### src/rtl/led_mode_ctrl.sv
// Four-LED sequencer with two debounced push-buttons selecting the pattern mode
// and the step speed. It owns the step timebase and drives the LEDs directly.
module led_mode_ctrl #(
  parameter int TICK_BASE    = 12_500_000,
  parameter int DEBOUNCE_CYC = 1_000_000
) (
  input  logic       sys_clk,
  input  logic       rst_n,
  input  logic       run,
  input  logic       key_mode_n,
  input  logic       key_speed_n,
  output logic [3:0] led,
  output logic [1:0] mode,
  output logic [1:0] speed,
  output logic       step_pulse
);

  typedef enum logic [1:0] {
    MODE_LEFT   = 2'd0,
    MODE_RIGHT  = 2'd1,
    MODE_BLINK  = 2'd2,
    MODE_BOUNCE = 2'd3
  } mode_e;

  localparam int TW = $clog2(TICK_BASE);
  localparam int DW = $clog2(DEBOUNCE_CYC);
  localparam logic [TW-1:0] TICK_LAST = TW'(TICK_BASE - 1);
  localparam logic [DW-1:0] DEB_LAST  = DW'(DEBOUNCE_CYC - 1);

  localparam int KEY_MODE  = 0;
  localparam int KEY_SPEED = 1;

  // ---------------------------------------------------------------------------
  // Key path: 2-flop synchroniser and debounce counter, one lane per key.
  // ---------------------------------------------------------------------------
  logic [1:0]         raw_n;
  logic [1:0]         meta_q, meta_d;
  logic [1:0]         sync_q, sync_d;
  logic [1:0]         db_q, db_d;
  logic [1:0][DW-1:0] db_cnt_q, db_cnt_d;
  logic [1:0]         press;

  assign raw_n = {key_speed_n, key_mode_n};

  // NOTE: every variable gets a default at the top of always_comb so no path leaves it unassigned and infers a latch.
  always_comb begin
    meta_d   = raw_n;
    sync_d   = meta_q;
    db_d     = db_q;
    db_cnt_d = db_cnt_q;
    press    = '0;
    for (int k = 0; k < 2; k++) begin
      if (sync_q[k] == db_q[k]) begin
        db_cnt_d[k] = '0;
      end else if (db_cnt_q[k] == DEB_LAST) begin
        db_cnt_d[k] = '0;
        db_d[k]     = sync_q[k];
        // The levels differ here, so a released debounced level means a press.
        press[k]    = db_q[k];
      end else begin
        db_cnt_d[k] = db_cnt_q[k] + 1'b1;
      end
    end
  end

  // ---------------------------------------------------------------------------
  // Timebase and pattern state
  // ---------------------------------------------------------------------------
  mode_e       mode_q, mode_d;
  logic [1:0]  mode_nxt;
  logic [1:0]  speed_q, speed_d;
  logic [3:0]  led_q, led_d;
  logic        dir_up_q, dir_up_d;
  logic [TW-1:0] tick_cnt_q, tick_cnt_d;
  logic [2:0]  step_cnt_q, step_cnt_d;
  logic        step_pulse_q, step_pulse_d;
  logic [2:0]  div_last;
  logic        base_tick;
  logic        step;

  // Step divider is 8/4/2/1 base ticks for speed 0..3; this is div-1.
  always_comb begin
    case (speed_q)
      2'd0:    div_last = 3'd7;
      2'd1:    div_last = 3'd3;
      2'd2:    div_last = 3'd1;
      default: div_last = 3'd0;
    endcase
  end

  assign base_tick = run && (tick_cnt_q == TICK_LAST);
  assign step      = base_tick && (step_cnt_q == div_last);
  assign mode_nxt  = mode_q + 2'd1;

  always_comb begin
    mode_d       = mode_q;
    speed_d      = speed_q;
    led_d        = led_q;
    dir_up_d     = dir_up_q;
    tick_cnt_d   = tick_cnt_q;
    step_cnt_d   = step_cnt_q;
    step_pulse_d = 1'b0;

    if (run) begin
      tick_cnt_d = base_tick ? '0 : tick_cnt_q + 1'b1;
      if (base_tick) begin
        step_cnt_d = step ? 3'd0 : step_cnt_q + 3'd1;
      end
    end

    if (step) begin
      step_pulse_d = 1'b1;
      case (mode_q)
        MODE_LEFT:  led_d = {led_q[2:0], led_q[3]};
        MODE_RIGHT: led_d = {led_q[0], led_q[3:1]};
        MODE_BLINK: led_d = ~led_q;
        default: begin
          if (dir_up_q) begin
            if (led_q[3]) begin
              led_d    = 4'b0100;
              dir_up_d = 1'b0;
            end else begin
              led_d = {led_q[2:0], 1'b0};
            end
          end else if (led_q[0]) begin
            led_d    = 4'b0010;
            dir_up_d = 1'b1;
          end else begin
            led_d = {1'b0, led_q[3:1]};
          end
        end
      endcase
    end

    if (press[KEY_SPEED]) begin
      speed_d    = speed_q + 2'd1;
      step_cnt_d = 3'd0;
    end

    // A mode press overrides any coincident step and restarts the timebase.
    if (press[KEY_MODE]) begin
      mode_d       = mode_e'(mode_nxt);
      tick_cnt_d   = '0;
      step_cnt_d   = 3'd0;
      dir_up_d     = 1'b1;
      step_pulse_d = 1'b0;
      case (mode_e'(mode_nxt))
        MODE_LEFT:   led_d = 4'b0001;
        MODE_RIGHT:  led_d = 4'b1000;
        MODE_BLINK:  led_d = 4'b1111;
        default:     led_d = 4'b0001;
      endcase
    end
  end

  // NOTE: sequential state uses non-blocking assignments so every flop samples pre-edge values.
  always_ff @(posedge sys_clk or negedge rst_n) begin
    if (!rst_n) begin
      meta_q       <= '1;
      sync_q       <= '1;
      db_q         <= '1;
      db_cnt_q     <= '0;
      mode_q       <= MODE_LEFT;
      speed_q      <= 2'd1;
      led_q        <= 4'b0001;
      dir_up_q     <= 1'b1;
      tick_cnt_q   <= '0;
      step_cnt_q   <= 3'd0;
      step_pulse_q <= 1'b0;
    end else begin
      meta_q       <= meta_d;
      sync_q       <= sync_d;
      db_q         <= db_d;
      db_cnt_q     <= db_cnt_d;
      mode_q       <= mode_d;
      speed_q      <= speed_d;
      led_q        <= led_d;
      dir_up_q     <= dir_up_d;
      tick_cnt_q   <= tick_cnt_d;
      step_cnt_q   <= step_cnt_d;
      step_pulse_q <= step_pulse_d;
    end
  end

  assign led        = led_q;
  assign mode       = mode_q;
  assign speed      = speed_q;
  assign step_pulse = step_pulse_q;

endmodule

### config.mk
export PLATFORM = sky130hd
export DESIGN_NAME = led_mode_ctrl
export DESIGN_NICKNAME = d
export VERILOG_FILES = /design/src/rtl/led_mode_ctrl.sv
export SDC_FILE = /design/constraint.sdc
export NUM_CORES = 1
export LEC_CHECK = 0
export ABC_CLOCK_PERIOD_IN_PS = 3100
export CAP_MARGIN = 20
export CORE_MARGIN = 1
export CORE_UTILIZATION = 30
export CTS_BUF_LIST = sky130_fd_sc_hd__clkbuf_16
export DETAILED_ROUTE_END_ITERATION = 12
export HOLD_SLACK_MARGIN = 0.12
export PLACE_DENSITY = 0.44
export SLEW_MARGIN = 20
export SYNTH_ARGS = -nofsm -noshare
export SYNTH_HDL_FRONTEND = slang
export SYNTH_SLANG_ARGS = --single-unit
### constraint.sdc
create_clock -name sys_clk -period 3.1 [get_ports sys_clk]
set_clock_uncertainty 0.2 [all_clocks]
set_input_delay 0.62 -clock sys_clk [delete_from_list [all_inputs] [get_ports sys_clk]]
set_output_delay 0.62 -clock sys_clk [all_outputs]
set_load 0.02 [all_outputs]
# After elaboration in Yosys (flattened, before gate mapping)
# Index checks and enable logic that the tools add are counted.
dict set report op_classes {
  add_sub_neg 6
  eq_ne 13
  n_mux 32
  bitwise 3
  reduce_logical 13
}
# op n
set ops {}
lappend ops {{20-bit two-way mux} 4}
lappend ops {{24-bit two-way mux} 3}
lappend ops {{20-bit by 1-bit adder with 20-bit output (second input constant)} 2}
lappend ops {{20-bit equality test (second input constant)} 2}
lappend ops {{24-bit by 1-bit adder with 24-bit output (second input constant)} 1}
lappend ops {{24-bit equality test (second input constant)} 1}
lappend ops {{3-bit two-way mux} 6}
lappend ops {{4-bit two-way mux} 4}
lappend ops {{1-bit two-way mux} 12}
lappend ops {{4-bit case mux with 3 select lines} 1}
lappend ops {{3-bit case mux with 3 select lines} 1}
lappend ops {{4-bit case mux with 2 select lines} 1}
lappend ops {{2-bit AND reduction} 4}
lappend ops {{2-bit by 1-bit equality test with 1-bit output (second input constant)} 3}
lappend ops {{2-bit equality test (second input constant)} 3}
lappend ops {{3-bit nonzero test} 2}
lappend ops {{2-bit by 1-bit adder with 2-bit output (second input constant)} 2}
lappend ops {{2-bit logical NOT} 2}
lappend ops {{4-bit NOT} 1}
lappend ops {{2-bit nonzero test} 2}
lappend ops {{3-bit by 1-bit adder with 3-bit output (second input constant)} 1}
lappend ops {{3-bit equality test} 1}
lappend ops {{3-bit OR reduction} 1}
lappend ops {{1-bit equality test} 2}
lappend ops {{other kinds (3)} 5}
dict set report totals {
  reg_bits 83
  in_bits 5
  wordCells 80
}

# Logic depth before layout (Yosys ltp)
# Gate-level depths: netlist of the first run.
dict set report logic_depth {
  ltp_word 9
  depth_mapped 8
  ltp_nobuf 7
}

# Worst setup path after synthesis of the first run
# Ideal clock, no wire load.
dict set report synth_timing {
  path_kind {flip-flop to flip-flop}
  startpoint {reg speed_q[0], in the netlist speed[0]}
  endpoint {reg led_q[2], in the netlist led[2]}
  setup_ps 125
  arrival_time_ps 2378
  t_required_ps 2775
  path_slack_ps 397
  stages_incl_launch_ff 8
  n_path_buf 0
  path_cell_list {dfstp_2 > inv_1 > ha_1 > or3b_2 > a21oi_1 > o311ai_4 > mux2_4 > mux2_2}
}
dict set report synth_via {
  elab_chain_len 5
}
# element line
set synth_lines {}
lappend synth_lines {{start, declared} 71} ;# logic [1:0] speed_q, speed_d;
lappend synth_lines {{start signal, assigned} 176} ;# speed_q <= speed_d;
lappend synth_lines {{2-bit equality test (tied with other cells)} 83} ;# case (speed_q)
lappend synth_lines {{3-bit case mux with 3 select lines *} 83}
lappend synth_lines {{3-bit equality test *} 92} ;# assign step = base_tick && (step_cnt_q == div_last);
lappend synth_lines {{1-bit logical AND *} 92}
lappend synth_lines {{2-bit nonzero test (no line) *} n/a}
lappend synth_lines {{end signal, assigned} 177} ;# led_q <= led_d;
lappend synth_lines {{end, declared} 72} ;# logic [3:0] led_q, led_d;
# Every way passes the cells marked *; elsewhere a longest branch is shown, timed or not.
# A chain may end at the register's enable or synchronous reset.

# Worst setup path after layout of the first run
# Same ends and word-level chain as after synthesis.

==> flow_metrics.py, run 1 <==
metrics = {
    "run_status": {
        "status": "complete, no violations",
    },
    "die": {
        "num_rows": 44,
        "start_util": 0.310,
        "boundaryPins": 14,
        "die_width_um": 125,
        "die_area_sq_mm": 0.0157,
        "core-area_sq_mm": 0.0147,
        "die_height_um": 125,
    },
    "yosys": {
        "syn_nets": 486,
        "yosysSeqAreaShare": 0.458,
        "synth_most_common_cell": "dfrtp_1",
        "avgSynthCellArea_sq_um": 9.72,
        "synth.distinct_cells": 57,
        "ys_seq_elements": 83,
        "synthesis.area_sq_mm": 0.00456,
        "synth_edf_count": 0,
        "syn_inst": 469,
        "async_flop_share": 1.00,
        "yosysTopAreaCellShare": 0.406,
        "synth_ff_type": "dfrtp_1",
        "synthTopCellsByArea": "dfrtp_1 41%, nor2_1 5.4%, dfstp_2 5.2%",
        "synth_common_cells": "74 x dfrtp_1, 65 x nor2_1, 48 x nand2_1",
        "synth_top_cell_by_area": "dfrtp_1",
        "yosysWarnings": 0,
    },
    "timing": {
        "fmax_ghz": 0.365,
        "tns_ps": 0,
        "grt_setup_unrepaired": "no",
        "finalSetupViolCount": 0,
        "period_share": 0.883,
        "min_period_ps": 2740,
        "tightest_slew_ps": 799,
        "relSlewSlack": 0.463,
        "finalHoldViolCount": 0,
        "drv_slew": 0,
    },
    "placed_design": {
        "io_buffer_count": 13,
        "place.gp.congestion": 0.777,
        "place_hpwl_um": 7080,
        "placed_cell_area_sq_mm": 0.00495,
    },
    "drt": {
        "drtPass1Iterations": 4,
        "drc": 0,
        "routed_wl_um": 10300,
        "vias": 3481,
        "vias_per_cell": 5.11,
        "routedWlPerCell_um": 15.1,
        "dr.first_iter.drc_count": 234,
        "ant_nets": 0,
    },
    "min_path": {
        "hold_start": "meta_q[0]",
        "min-delay-path-class": "register to register",
        "hold_path_depth": 0,
        "whs_endpoint": "sync_q[0]",
    },
    "critical_path": {
        "cp.required_ps": 3120,
        "cp_data_arrival_time_ps": 2760,
        "regToRegEndpoint": "led[2]",
        "crit_type": "register to register",
        "critPathLaunchType": "register",
        "critPathCaptureType": "register",
        "reg2reg_depth": 7,
        "reg2reg_from": "speed[0]",
        "crit_path_max_fanout": 5,
        "timing.reg2reg.setup_slack_ps": 360,
    },
    "clock_tree": {
        "clock_latency_ps": 340,
        "cts_tree": "done",
        "h-tree-depth": 3,
        "clk_pin_slew_ps": 70,
        "cts.sinks": 83,
        "post_cts_resized": 0,
        "cts_buffers": 9,
        "clk_path_buf_depth": 2,
        "clock_tree.root_cell": "clkbuf_16",
        "post_cts_buffers": 0,
    },
    "finish": {
        "num_antenna_cells": 0,
        "final_layout_size_suffix_gt1_frac": 0.111,
        "fillers": 1486,
        "finalInstanceArea_sq_mm": 0.00527,
        "fin_nets": 509,
        "area_delta_synth_final_pct": 15.7,
    },
    "flow_run": {
        "cap_violations": 0,
    },
    "grt": {
        "gr-total-overflow": 0,
        "grt_util_all_layers": 0.141,
        "grt_pass1_vias": 3459,
        "grt_pass1_wl_um": 17800,
        "grt_max_degree": 64,
        "antenna_found_initial": 0,
    },
    "pwr": {
        "cellLeakagePower_nw": 2.20,
        "power_density_mw_per_mm2": 467,
        "vdd_ir_drop_max_uv": 235,
    },
}
[cell families (layout without fill, tap and decap cells)]
group / after synthesis / count (layout) / synth area share
AO/OA/AOI/OAI: 57 / 57 / 0.0818
XOR/XNOR: 47 / 47 / 0.0903
adder cells (fa/ha/maj): 12 / 12 / 0.0329
buffers and inverters: 23 / 51 / 0.0198
flip-flops: 83 / 83 / 0.458
multiplexers: 17 / 17 / 0.0401
AND/OR/NAND/NOR: 230 / 230 / 0.277
[where the power goes]
part,total (mW),leakage (nW),switching (mW),internal (mW)
Sequential,1.20,1.08,0.0674,1.13
Clock,1.11,0.153,0.474,0.639
Combinational,0.154,0.965,0.0951,0.0587
Total,2.46,2.20,0.636,1.83
[sequential cells by signal, summed over array words and instances, names as in the netlist]
register	cells
mode	2
led	4
speed	2
sync_q	2
db_cnt_q	40
db_q	2
meta_q	2
step_cnt_q	3
tick_cnt_q	24
step_pulse	1
dir_up_q	1
[critical path, cell delays in order, from the launching register on]
cell and delay (ps):
dfstp_2 570, inv_1 50, ha_1 240, xor2_1 180
nor4b_1 590, o311ai_4 210, mux2_4 330, mux2_2 250
[cell type report]
cell class,instances,area (sq um),share of cell area
inverter,11,41.3,0.00783
clock buffer,9,225,0.0427
timing repair buffer,24,225,0.0427
multi-input combinational,363,2380,0.451
clock inverter,7,81.3,0.0154
tap,184,230,0.0437
sequential,83,2090,0.396
[how the worst max path moves through the flow]
stage / from / to / depth (start not counted)
6_report: speed[0] / led[2] / 7
5_1_grt: db_cnt_q[0] / tick_cnt_q[7] / 7
4_1_cts: db_cnt_q[0] / tick_cnt_q[7] / 7
3_5_place_dp: db_cnt_q[0] / tick_cnt_q[7] / 7
3_3_place_gp: run / dir_up_q / 6
2_1_floorplan: speed[0] / led[2] / 7
[per-layer routing]
metal  routed length, um  vias up  GRT usage
li1                    -     1717          -
met1                5200     1710      0.194
met5                   0        -          0
met2                4660       40      0.221
met3                 289       14     0.0312
met4                 145        0     0.0402
[cell usage in the layout, fill, tap and decap left out, types with 10 or more instances in the layout]
master	Yosys	routed
nor4_1	10	10
mux2i_1	10	10
ha_1	12	12
inv_1	11	11
a21oi_1	21	21
nand2_1	48	48
xor2_1	27	27
and3_1	11	11
xnor2_1	20	20
clkdlybuf4s50_1	0	12
nor2_1	65	65
dfrtp_1	74	74
o21ai_0	11	11
nand3_1	28	28
buf_4	0	10
nand4_1	12	12
[metrics by stage]
step	cells	total power, mW	utilization	hold slack (ps)	worst slack (ps)
after global placement	664	1.37	0.337	147	394
after detailed placement	664	1.37	0.337	148	359
after CTS	681	2.51	0.359	158	329
after global routing	681	2.58	0.359	165	110
final	681	2.46	0.359	157	362
after floorplan	469	1.29	-	124	397
[repair_timing]
item / CTS / global route
hold buffers: 1 / 0
setup endpoints to repair: 0 / 0
hold endpoints to repair: 18 / 0
(Power assumes the default switching activity.)
==> run 2, diff against run 1 <==
TNS_END_PERCENT = 30   (was default)
==> results of run 2 <==
The final DEF is identical to that of run 1; final timing and power are the same.
